--- config.mk ---
export PLATFORM = sky130hd
export DESIGN_NAME = note_detector_flat
export DESIGN_NICKNAME = d
export VERILOG_FILES = /design/src/rtl/note_detector_if.sv /design/src/rtl/note_detector.sv /design/src/flat_wrapper.sv
export SDC_FILE = /design/constraint.sdc
export NUM_CORES = 1
export LEC_CHECK = 0
export ABC_AREA = 1
export ABC_CLOCK_PERIOD_IN_PS = 2800
export CORE_ASPECT_RATIO = 2
export CORE_UTILIZATION = 25
export CTS_CLUSTER_DIAMETER = 100
export DETAILED_ROUTE_END_ITERATION = 6
export GPL_TIMING_DRIVEN = 0
export SYNTH_ARGS = -nofsm -noshare
export SYNTH_HDL_FRONTEND = slang
export SYNTH_SLANG_ARGS = --single-unit
--- constraint.sdc ---
create_clock -name CLK -period 2.8 [get_ports CLK]
set_input_delay 0.7 -clock CLK [delete_from_list [all_inputs] [get_ports CLK]]
set_output_delay 0.7 -clock CLK [all_outputs]
set_load 0.005 [all_outputs]
--- src/rtl/note_detector_if.sv ---
// note_detector_if: tone input and detected-note outputs of the note detector.
interface note_detector_if;
  logic        FREQ_IN;
  logic [3:0]  note;
  logic [7:0]  Led;
  logic        NOTE_CHG;
  logic [19:0] period;
  modport master (output FREQ_IN, input note, Led, NOTE_CHG, period);
  modport slave  (input FREQ_IN, output note, Led, NOTE_CHG, period);
endinterface

--- src/rtl/note_detector.sv ---
// note_detector: measures square-wave period and reports scale note C4..C5 after a
// consecutive-match filter, dropping to none when the input goes silent.
module note_detector #(
  parameter int P_C4       = 382225,
  parameter int P_D        = 340530,
  parameter int P_E        = 303372,
  parameter int P_F        = 286344,
  parameter int P_G        = 255102,
  parameter int P_A        = 227273,
  parameter int P_B        = 202478,
  parameter int P_C5       = 191113,
  parameter int TOL_SHIFT  = 6,
  parameter int TIMEOUT    = 524288,
  parameter int STABLE_CNT = 2
) (
  input logic CLK,
  input logic RESET,
  note_detector_if.slave bus
);
  typedef enum logic {IDLE, MEASURE} state_t;
  localparam logic [19:0] TO = 20'(TIMEOUT);
  localparam logic [2:0]  SC = 3'(STABLE_CNT);
  localparam logic [19:0] PN [8] = '{20'(P_C4), 20'(P_D), 20'(P_E), 20'(P_F),
                                     20'(P_G), 20'(P_A), 20'(P_B), 20'(P_C5)};
  state_t      state, state_n;
  logic [2:0]  sync;
  logic        rise;
  logic [19:0] cnt, cnt_n, period_r;
  logic        p_vld, p_vld_q, silence, silence_q;
  logic [3:0]  acc [9];
  logic [3:0]  cls, last_cls, note_r;
  logic [2:0]  mcnt, mcnt_n;
  logic        take, chg;
  logic [7:0]  led_r, led_n;
  assign rise = sync[1] & ~sync[2];
  always_comb begin
    state_n = state;
    cnt_n   = cnt;
    p_vld   = 1'b0;
    silence = 1'b0;
    if (state == IDLE) begin
      cnt_n = '0;
      if (rise) begin
        state_n = MEASURE;
        cnt_n   = 20'd1;
      end
    end else if (rise) begin
      p_vld = 1'b1;
      cnt_n = 20'd1;
    end else if (cnt == TO) begin
      state_n = IDLE;
      cnt_n   = '0;
      silence = 1'b1;
    end else
      cnt_n = (cnt == '1) ? cnt : cnt + 20'd1;
  end
  // Windows never overlap, so OR-accumulating the per-note codes yields the match.
  assign acc[0] = '0;
  for (genvar j = 0; j < 8; j++) begin : g_win
    assign acc[j+1] = acc[j] | ((period_r >= PN[j] - (PN[j] >> TOL_SHIFT) &&
                                 period_r <= PN[j] + (PN[j] >> TOL_SHIFT)) ? 4'(j + 1) : 4'd0);
  end
  assign cls    = acc[8];
  assign mcnt_n = (cls == last_cls) ? ((mcnt == 3'd7) ? mcnt : mcnt + 3'd1) : 3'd1;
  assign take   = p_vld_q && mcnt_n >= SC && cls != note_r;
  assign led_n  = (cls == 4'd0) ? 8'd0 : 8'h80 >> (cls - 4'd1);
  always_ff @(posedge CLK or posedge RESET) begin
    if (RESET) begin
      sync      <= '0;
      state     <= IDLE;
      cnt       <= '0;
      period_r  <= '0;
      p_vld_q   <= 1'b0;
      silence_q <= 1'b0;
      last_cls  <= '0;
      mcnt      <= '0;
      note_r    <= '0;
      led_r     <= '0;
      chg       <= 1'b0;
    end else begin
      sync      <= {sync[1:0], bus.FREQ_IN};
      state     <= state_n;
      cnt       <= cnt_n;
      p_vld_q   <= p_vld;
      silence_q <= silence;
      if (p_vld) period_r <= cnt;
      if (silence_q) begin
        note_r   <= '0;
        led_r    <= '0;
        chg      <= note_r != 4'd0;
        last_cls <= '0;
        mcnt     <= '0;
      end else begin
        chg <= take;
        if (p_vld_q) begin
          last_cls <= cls;
          mcnt     <= mcnt_n;
        end
        if (take) begin
          note_r <= cls;
          led_r  <= led_n;
        end
      end
    end
  end
  assign bus.note     = note_r;
  assign bus.Led      = led_r;
  assign bus.NOTE_CHG = chg;
  assign bus.period   = period_r;
endmodule

--- src/flat_wrapper.sv ---
// flat-port wrapper written by rule: the top's interface ports become plain ports
module note_detector_flat 
#(
  parameter int P_C4       = 382225,
  parameter int P_D        = 340530,
  parameter int P_E        = 303372,
  parameter int P_F        = 286344,
  parameter int P_G        = 255102,
  parameter int P_A        = 227273,
  parameter int P_B        = 202478,
  parameter int P_C5       = 191113,
  parameter int TOL_SHIFT  = 6,
  parameter int TIMEOUT    = 524288,
  parameter int STABLE_CNT = 2
)
  (CLK, RESET, bus_FREQ_IN, bus_note, bus_Led, bus_NOTE_CHG, bus_period);
  note_detector_if bus_i ();
  input logic CLK;
  input logic RESET;
  input wire logic [$bits(bus_i.FREQ_IN)-1:0] bus_FREQ_IN;
  output wire logic [$bits(bus_i.note)-1:0] bus_note;
  output wire logic [$bits(bus_i.Led)-1:0] bus_Led;
  output wire logic [$bits(bus_i.NOTE_CHG)-1:0] bus_NOTE_CHG;
  output wire logic [$bits(bus_i.period)-1:0] bus_period;
  assign bus_i.FREQ_IN = bus_FREQ_IN;
  assign bus_note = bus_i.note;
  assign bus_Led = bus_i.Led;
  assign bus_NOTE_CHG = bus_i.NOTE_CHG;
  assign bus_period = bus_i.period;
  note_detector #(.P_C4(P_C4), .P_D(P_D), .P_E(P_E), .P_F(P_F), .P_G(P_G), .P_A(P_A), .P_B(P_B), .P_C5(P_C5), .TOL_SHIFT(TOL_SHIFT), .TIMEOUT(TIMEOUT), .STABLE_CNT(STABLE_CNT)) u_core (.CLK(CLK), .RESET(RESET), .bus(bus_i));
endmodule
**Yosys cells after proc, flatten, opt, wreduce, memory -nomap -nowiden**

Index checks and enable logic that the tools add are counted.

- $lt $le $gt $ge: 17
- Equal/unequal tests: 6
- Reductions and logical operators: 14
- Muxes and demuxes: 33
- Shift operators: 1
- Bitwise logic cells: 9
- $add $sub $neg: 3

Operators with widths:

| kind | count |
|---|---|
| greater-or-equal comparator 20 x 18 -> 1 bit (second input constant) | 4 |
| greater-or-equal comparator 20 x 19 -> 1 bit (second input constant) | 4 |
| <= comparator 20 x 18 -> 1 bit (second input constant) | 4 |
| <= comparator 20 x 19 -> 1 bit (second input constant) | 4 |
| two-way mux 20 bit | 4 |
| == test 20 bit (second input constant) | 2 |
| bitwise OR 4 bit | 7 |
| two-way mux 3 bit | 8 |
| two-way mux 8 bit | 3 |
| adder 20 x 1 -> 20 bit (second input constant) | 1 |
| two-way mux 4 bit | 5 |
| two-way mux 1 bit | 11 |
| logical AND 1 bit | 10 |
| >> shifter 8 x 4 -> 8 bit (first input constant) | 1 |
| == test 4 bit | 1 |
| zero test 4 bit | 1 |
| two-way mux 2 bit | 2 |
| != test 4 bit | 1 |
| != test 4 bit (second input constant) | 1 |
| nonzero test 2 bit | 2 |
| nonzero test 4 bit | 1 |
| subtractor 4 x 1 -> 4 bit (second input constant) | 1 |
| adder 3 x 1 -> 3 bit (second input constant) | 1 |
| == test 3 bit (second input constant) | 1 |
| other kinds (3) | 3 |

- Bits in registers: 66
- Logic and storage cells: 94

**Longest topological paths before layout**

Gate-level depths: netlist (run 1).

- Depth in word-level cells: 17
- Mapped depth: 21
- Gate-level depth less buffers: 20

**Worst setup path after synthesis (run 1)**

Ideal clock, no wire load.

- Path kind: flip-flop to flip-flop
- From: reg u_core.period_r[11] (netlist: u_core.bus.period[11])
- To: reg u_core.led_r[0] (netlist: u_core.bus.Led[0])
- Library setup time: 0.119 ns
- Data arrival time: 2.051 ns
- Required time: 2.681 ns
- Path slack: 0.630 ns
- Cell stages (with the launch flop): 21
- Clock period less this slack: 2.170 ns
- Cell sequence: dfrtp_1 > buf_2 > inv_1 > nand2_1 > inv_1 > nand2_1 > nor2_1 > nand3_1 > nand3_1 > nand2_1 > nand2_4 > nand3_2 > nand2_1 > nand2_1 > nor2_2 > nand3_1 > nand2_2 > nand2_2 > buf_6 > nand3_2 > nand2_1

- Word-level cells in the longest chain between the ends: 16

RTL lines:

| item | line | source |
|---|---|---|
| start, declared | note_detector.sv:28 | `logic [19:0] cnt, cnt_n, period_r;` |
| start signal, assigned | note_detector.sv:86 | `if (p_vld) period_r <= cnt;` |
| greater-or-equal comparator 20 x 19 -> 1 bit / <= comparator 20 x 19 -> 1 bit (equally long branches) | note_detector.sv:60, note_detector.sv:61 |  |
| logical AND 1 bit | note_detector.sv:60 | `assign acc[j+1] = acc[j] \| ((period_r >= PN[j] - (PN[j] >> TOL_SHIFT) &&` |
| two-way mux 1 bit / two-way mux 2 bit (equally long branches) | note_detector.sv:61 | `period_r <= PN[j] + (PN[j] >> TOL_SHIFT)) ? 4'(j + 1) : 4'd0);` |
| bitwise OR 4 bit (6 in a row) | note_detector.sv:60 |  |
| bitwise OR 4 bit (*) | note_detector.sv:60 |  |
| branches (longest 6 deep; another with subtractor 4 x 1 -> 4 bit) | -- |  |
| end signal, assigned | note_detector.sv:101 | `led_r <= led_n;` |
| end, declared | note_detector.sv:34 | `logic [7:0] led_r, led_n;` |

Every way passes the cells marked *. The select of a mux whose other input is x is not followed.
A chain may end at the register's enable or synchronous reset.

**Worst setup path in the final report (run 1)**

- From: reg u_core.period_r[9] (netlist: u_core.bus.period[9])
- To: reg u_core.note_r[2] (netlist: u_core.bus.note[2])

- Word-level cells in the longest chain between the ends: 16

RTL lines:

| item | line | source |
|---|---|---|
| greater-or-equal comparator 20 x 19 -> 1 bit / <= comparator 20 x 19 -> 1 bit (equally long branches) | note_detector.sv:60, note_detector.sv:61 |  |
| logical AND 1 bit | note_detector.sv:60 |  |
| two-way mux 1 bit / two-way mux 2 bit (equally long branches) | note_detector.sv:61 |  |
| bitwise OR 4 bit (6 in a row) | note_detector.sv:60 |  |
| bitwise OR 4 bit (*) | note_detector.sv:60 |  |
| == test 4 bit | note_detector.sv:64 | `assign mcnt_n = (cls == last_cls) ? ((mcnt == 3'd7) ? mcnt : mcnt + 3'd1) : 3'd1;` |
| two-way mux 3 bit | note_detector.sv:64 |  |
| greater-or-equal comparator 3 x 2 -> 1 bit | note_detector.sv:65 | `assign take = p_vld_q && mcnt_n >= SC && cls != note_r;` |
| logical AND 1 bit (2 in a row) | note_detector.sv:65 |  |
| nonzero test 2 bit (no line) | -- |  |
| end signal, assigned | note_detector.sv:100 | `note_r <= cls;` |
| end, declared | note_detector.sv:31 | `logic [3:0] cls, last_cls, note_r;` |

Every way passes the cells marked *; elsewhere a longest branch is shown, timed or not. The select of a mux whose other input is x is not followed.

==> key figures, run 1 <==
Outcome
  – Status: finished clean

Final layout
  – Sequential Area: 1670 sq um
  – Growth of design area from synthesis to finish: 26.9%
  – Multi-input gate area: about 2700 sq um
  – FILL cells: between 1,500 and 2,000
  – # nets final: 731
  – Antenna cells: 0
  – Fin cells: 943
  – Layout cells sized above 1: 0.205

Synth
  – Mean area per synthesized cell: 6.79 sq um
  – Synthesis warning total: 0
  – Number of synthesized register bits: 66
  – Post-synth EDFFs: 0
  – Synth unique cells: 44
  – Post-synth net total: roughly 670
  – Asr flop ratio synth: 1.00
  – Sequential area share after synthesis: 0.364
  – Post-Syn Area: 4530 sq um
  – Gate Count Post-Synth: 667
  – Top FF cell, synth: dfrtp_1

Setup path
  – Setup CP Type: reg2reg
  – Largest stage delay on the critical path: 0.38 ns
  – Worst path top cell family by delay: simple AND/OR/NAND/NOR gates
  – CP Buf/Inv Count: 3
  – Cell Chain, Critical Path: buf_4, nand2_1, inv_1, nand3_1, nand2_1, nand2_1, nand2_1, nand2_1, nand2_2, nand4_2, nand2_1, nand2_1, nor2_4, nand3_1, nand2_2, nand2_2, buf_6, nand3_2, nand2_1
  – Worst r2r dst: u_core.bus.note[2]$_DFFE_PP0P_
  – Worst reg2reg setup slack: 0.13 ns
  – CP max FO: 10
  – Most frequent cell on the critical path: nand2_1
  – Slowest stage cell on the critical path: dfrtp_1
  – Crit path DAT: 2.89 ns
  – CP endpoint kind: flip-flop
  – R2R Path Start: u_core.bus.period[9]$_DFFE_PP0P_
  – Reg2Reg Depth: 19
  – Setup crit start kind: flip-flop
  – Req. time, crit path: 3.03 ns

Route
  – Post-DR vias/cell: 5.06
  – Routed via count: 4,767
  – Routed Antenna Nets: 0
  – Initial DRC count: around 380
  – Routed WL: 17.2 mm
  – Residual DRC: 0
  – Pre-Repair DR Iteration Count: 5
  – Routed wire per std cell: 18.2 um

Floorplan
  – Die Wd: 97.2 um
  – Rows: 69
  – CORE AREA: approximately 18,000 sq um
  – Initial core utilization: 0.255
  – IO Pins: 36
  – Die ar.: around 19,000 sq um
  – Die height: 192 um

Worst hold path
  – Worst hold path stage count: 0
  – Worst hold start: u_core.sync[0]$_DFF_PP0_
  – Hold Path End: u_core.sync[1]$_DFF_PP0_
  – Worst min-delay path class: reg2reg

Clock network
  – # H-tree levels: 3
  – CTS tree: built
  – Worst-Skew Late Latency: ~0.34 ns
  – Num CTS Buffers: 9
  – Clk buf depth: 2
  – Reg clk slew, reported paths: 0.06 ns
  – Hold_buf cts: 0
  – CTS root buf: clkbuf_16
  – CTS Sinks: 66

Pwr
  – Seq pwr share: 0.405
  – PwrDens: 493 nW/um^2
  – Int Power: 0.00185 W
  – Clock share of power: 0.381
  – Comb pwr share: 0.214
  – Switching Power: 0.000982 W
  – Leak Pwr: 2.62 nW
  – Worst VDD drop: between 200 and 250 uV
  – Sw Share: 0.346

STA
  – Final Hold Viols: 0
  – Fin crit period: 2.67 ns
  – Peak Freq: 0.375 GHz
  – Final setup viols: 0
  – Clock skew: roughly 0.0070 ns
  – Setup TNS: 0 ns
  – Max-slew headroom: 0.439
  – RSZ-0062 raised after global routing: true
  – Actual slew at the worst max-slew pin: approximately 0.84 ns
  – Ratio of final minimum period to clock period: 0.952
  – Final slew viol count: 0

Global routing
  – Final global-route overflow total: 0
  – Overall global routing resource usage: 0.189
  – Largest net degree at the start of global routing: 67
  – Initial antenna violation count: 0
  – Number of global-route vias before repair: between 4,000 and 5,000
  – Global-route wire length before repair: 26.4 mm

Flow run
  – Max-cap viol count: 0

Placed design
  – Dpl hpwl: 13.5 mm
  – DP Cell Count: 915
  – Port-buffer cells: 35
  – Routability cong.: 1.00
-- cell families (layout without fill, tap and decap cells) --
| family | count (synthesis) | in the layout | share of synthesized area |
|---|---|---|---|
| and+or+nand+nor | 405 | 405 | 0.422 |
| buffers and inverters | 103 | 166 | 0.0897 |
| AOI/OAI and AO/OA | 86 | 86 | 0.108 |
| DFF | 66 | 66 | 0.364 |
| adders and majority gates | 3 | 3 | 0.00828 |
| xor gates and xnor gates | 3 | 3 | 0.00580 |
| muxes | 1 | 1 | 0.00248 |
-- layout make-up --
class,count,area share
Clock inverter,7,0.00914
Sequential cell,66,0.290
Multi-Input combinational cell,498,0.462
Buffer,15,0.0172
Timing Repair Buffer,47,0.0766
Inverter,88,0.0594
Clock buffer,9,0.0392
Tap cell,213,0.0463
-- metrics by stage --
stage | total power [W] | setup slack [ns] | cell area, sq um | hold WS [ns] | utilization
2_1_floorplan | 0.00147 | 0.445 | 4530 | 0.331 | -
3_3_place_gp | 0.00169 | -0.837 | 5150 | 0.333 | 0.290
3_5_place_dp | 0.00170 | -0.145 | 5150 | 0.337 | 0.290
4_1_cts | 0.00279 | 0.00607 | 5460 | 0.352 | 0.307
5_1_grt | 0.00296 | -0.0503 | 5750 | 0.357 | 0.323
6_report | 0.00284 | 0.135 | 5750 | 0.349 | 0.323
-- layer usage --
metal | routed length (um) | global-route usage | share of wire | up-vias
li1 | - | - | - | 2317
met3 | 677 | 0.0388 | 0.039 | 79
met5 | 0 | 0 | 0 | -
met2 | 9920 | 0.374 | 0.58 | 152
met4 | 1350 | 0.168 | 0.079 | 0
met1 | 5250 | 0.151 | 0.31 | 2219
-- power groups by stage --
stage / registers (W) / logic (W) / clock network [W]
3_5_place_dp: 0.00115 / 0.000548 / 0
5_1_grt: 0.00115 / 0.000668 / 0.00114
4_1_cts: 0.00114 / 0.000552 / 0.00110
2_1_floorplan: 0.00111 / 0.000359 / 0
6_report: 0.00115 / 0.000607 / 0.00108
3_3_place_gp: 0.00115 / 0.000539 / 0
-- layout by cell type, fill, tap and decap left out, types with 4 or more instances in the layout --
cell type,instances
nand3_2,13
nor3_2,5
clkbuf_16,9
nor3_1,15
a211oi_1,4
nor2_4,14
clkdlybuf4s50_1,35
nor4_1,7
nand2_4,5
dfrtp_2,12
nand2_1,171
clkbuf_1,5
o21ai_0,37
buf_4,14
a31oi_1,5
a21oi_1,22
nand3_1,45
dfrtp_1,54
o21ai_1,7
inv_2,17
nand2_2,17
nand4_1,26
nor2_2,13
nor2_1,62
inv_1,66
-- synthesized netlist by cell type (2+ instances only) --
cell      number  area (sq um)
nand4_1       26           163
o21ai_1        5          25.0
nand3b_1       2          15.0
a211oi_1       4          30.0
dfrtp_1       66          1650
nand2_4        2          22.5
nor2_1        74           278
nand2_1      179           672
nor2_2        11          68.8
nand3_1       48           240
buf_2          7          35.0
nand2_2       12          75.1
o21ai_0       40           200
o31ai_1        2          15.0
or2_2          2          12.5
a31oi_1        5          31.3
nor3_1        20           100
nor2_4         4          45.0
clkbuf_1       5          18.8
a21oi_1       22           110
inv_1         72           270
inv_2         15          56.3
nand3_2       11           110
xor2_1         3          26.3
ha_1           3          37.5
nor4_1         9          56.3
-- worst max-delay path by stage --
stage / from / endpoint / slack (ns) / cells after the start
3_5_place_dp: u_core.bus.period[18]$_DFFE_PP0P_ / u_core.bus.note[2]$_DFFE_PP0P_ / -0.15 / 17
5_1_grt: u_core.bus.period[2]$_DFFE_PP0P_ / u_core.bus.note[2]$_DFFE_PP0P_ / -0.05 / 17
3_3_place_gp: RESET / u_core.cnt[15]$_DFFE_PP0P_ / -0.84 / 2
4_1_cts: u_core.bus.period[8]$_DFFE_PP0P_ / u_core.bus.note[2]$_DFFE_PP0P_ / 0.006 / 19
6_report: u_core.bus.period[9]$_DFFE_PP0P_ / u_core.bus.note[2]$_DFFE_PP0P_ / 0.13 / 19
2_1_floorplan: RESET / u_core.bus.Led[0]$_DFFE_PP0P_ / 0.45 / 1
-- registers in the layout, summed over array words and instances (netlist names) --
name and cells:
u_core.sync 3, u_core.bus.period 20, u_core.state 1, u_core.bus.NOTE_CHG 1, u_core.mcnt 3, u_core.p_vld_q 1
u_core.cnt 20, u_core.bus.Led 8, u_core.bus.note 4, u_core.silence_q 1, u_core.last_cls 4
-- repair_timing --
| item | CTS | global route |
|---|---|---|
| buffers inserted | 0 | 12 |
| pin swaps | 0 | 2 |
| gates resized for setup | 11 | 68 |
| endpoints found under the setup margin | 12 | 19 |
Note: power is estimated with default switching activity, not from simulation.
==> run 2, diff against run 1 <==
- GPL_TIMING_DRIVEN: 0 -> 1
==> run 2 against run 1 <==
Total power up 3.2%. Sequential power barely moved. Count of clock-buffer cells in the layout grew 1. Combinational power increased by 5.6%. Flip-flop and latch count unchanged. Non-clock buffer count increased by 30.
==> key figures, run 2 (synthesized netlist as in run 1, its figures left out) <==
Floorplan
  – Die ar.: 18,700 sq um
  – IO Pins: 36
  – Rows: 69
  – Initial core utilization: 0.255
  – Die height: around 190 um
  – Die Wd: between 90 and 100 um
  – CORE AREA: between 15,000 and 20,000 sq um

STA
  – Ratio of final minimum period to clock period: 0.949
  – Max-slew headroom: 0.442
  – Actual slew at the worst max-slew pin: 0.836 ns
  – Setup TNS: 0 ns
  – Setup WS post-layout: 0.143 ns
  – Final setup viols: 0
  – Peak Freq: 0.376 GHz
  – Final Hold Viols: 0
  – Clock skew: approximately 0.0064 ns
  – Final slew viol count: 0
  – Fin crit period: 2.66 ns

Placed design
  – Dpl cell area: 5470 sq um
  – Port-buffer cells: 35
  – DP Cell Count: 950
  – Pre-CTS setup slack: -0.0360 ns
  – Dpl hpwl: 14.0 mm
  – Routability cong.: 1.03

Setup path
  – Worst path top cell family by delay: simple AND/OR/NAND/NOR gates
  – CP endpoint kind: flip-flop
  – CP Buf/Inv Count: 3
  – Cell Chain, Critical Path: buf_4, nor2_1, nand3_1, nor2_1, nand3_1, nand2_1, nand2_2, nand2_1, inv_2, nand4_1, nand2_1, nor2_4, nand3_1, nand2_2, buf_4, nand4_1, nand2_1
  – Setup crit start kind: flip-flop
  – Setup CP Type: reg2reg
  – Most frequent cell on the critical path: nand2_1
  – Largest stage delay on the critical path: 0.45 ns
  – Req. time, crit path: 3.07 ns
  – Slowest stage cell on the critical path: dfrtp_2
  – Crit path DAT: 2.93 ns
  – CP max FO: 12

Route
  – Routed via count: between 4,000 and 5,000
  – Post-DR vias/cell: 5.12
  – Residual DRC: 0
  – Initial DRC count: 316
  – Pre-Repair DR Iteration Count: 5
  – Routed WL: 17.4 mm
  – Routed Antenna Nets: 0
  – Routed wire per std cell: ~18 um

Global routing
  – Final global-route overflow total: 0
  – Initial antenna violation count: 0
  – Largest net degree at the start of global routing: 67
  – Global-route wire length before repair: between 20 and 30 mm
  – Number of global-route vias before repair: about 5,200
  – Overall global routing resource usage: 0.196

Final layout
  – Antenna cells: 0
  – Growth of design area from synthesis to finish: 30.8%
  – Design area: ~5900 sq um
  – Layout cells sized above 1: 0.222
  – # nets final: 761
  – Fin cells: 973
  – Most frequent cells in the layout: nand2_1 (177), inv_1 (69), nor2_1 (67)
  – Most common cell after layout, fill and taps aside: nand2_1
  – FILL cells: 1,927

Flow run
  – Max-cap viol count: 0

Clock network
  – # H-tree levels: 3
  – Reg clk slew, reported paths: 0.06 ns
  – CTS tree: built
  – Num CTS Buffers: 9
  – CTS root buf: clkbuf_16
  – Worst-Skew Late Latency: between 0.3 and 0.4 ns
  – CTS Sinks: 66
  – Clk buf depth: 2

Outcome
  – Status: finished clean

Pwr
  – Leak Pwr: 2.76 nW
  – Worst VDD drop: 239 uV
  – PwrDens: 494 nW/um^2

Worst hold path
  – Worst min-delay path class: reg2reg
==> run 2: cell types whose count changed in the layout (fill, tap and decap cells not counted), sizes merged <==
cell | previous run | this run
clkbuf | 17 | 10
clkinv | 5 | 4
bufinv | 0 | 1
buf | 19 | 57
clkinvlp | 2 | 1
==> run 2: power breakdown <==
part	internal, W	leakage, nW	switching, W
Clock	0.000715	0.149	0.000452
Combinational	0.000245	1.74	0.000396
Sequential	0.00103	0.868	0.0000923
==> run 2: metal layers <==
| metal | up-vias | global-route usage | part of all wire |
|---|---|---|---|
| li1 | 2366 | - | - |
| met1 | 2332 | 0.161 | 0.30 |
| met2 | 178 | 0.395 | 0.57 |
| met5 | - | 0 | 0 |
| met3 | 110 | 0.0348 | 0.035 |
| met4 | 0 | 0.160 | 0.099 |
==> run 2: repair_timing <==
item	in CTS	in global routing
hold endpoints to repair	0	0
pin swaps	0	1
endpoints found under the setup margin	13	14
buffers inserted	0	7
hold buffers	0	0
gates cloned	0	0
resized for setup	2	34
==> run 2: area by class of cell <==
type / count / area (sq um) / area share
multi-input combinational: 498 / 2550 / 0.431
sequential: 66 / 1670 / 0.282
timing repair buffer: 92 / 803 / 0.136
inverter: 88 / 330 / 0.0557
tap: 213 / 267 / 0.0450
clock buffer: 10 / 239 / 0.0403
clock inverter: 6 / 65.1 / 0.0110
==> run 2: worst register-to-register path, cell delays in order (launching register included) <==
cell,delay [ns]
dfrtp_2,0.45
buf_4,0.15
nor2_1,0.28
nand3_1,0.15
nor2_1,0.12
nand3_1,0.13
nand2_1,0.11
nand2_2,0.08
nand2_1,0.08
inv_2,0.05
nand4_1,0.06
nand2_1,0.11
nor2_4,0.16
nand3_1,0.12
nand2_2,0.12
buf_4,0.18
nand4_1,0.12
nand2_1,0.12
==> run 2: through the flow <==
stage	total power, W	utilization	hold WS (ns)
after floorplan	0.00147	-	0.331
final	0.00293	0.333	0.356
after global routing	0.00306	0.333	0.371
after global placement	0.00175	0.307	0.340
after CTS	0.00293	0.325	0.355
after detailed placement	0.00175	0.307	0.343
==> run 2: worst paths after layout <==
path                                                  start                           endpoint  slack (ns)  cells past startpoint
setup reg to reg           u_core.bus.period[5]$_DFFE_PP0P_      u_core.bus.Led[6]$_DFFE_PP0P_        0.14                     17
hold reg to reg                    u_core.sync[0]$_DFF_PP0_           u_core.sync[1]$_DFF_PP0_        0.36                      0
setup / recovery           u_core.bus.period[5]$_DFFE_PP0P_      u_core.bus.Led[6]$_DFFE_PP0P_        0.14                     17
max in group asynchronous                             RESET  u_core.bus.period[18]$_DFFE_PP0P_        1.72                      3
hold / removal                     u_core.sync[0]$_DFF_PP0_           u_core.sync[1]$_DFF_PP0_        0.36                      0
min in group asynchronous                             RESET   u_core.bus.period[5]$_DFFE_PP0P_        0.73                      3
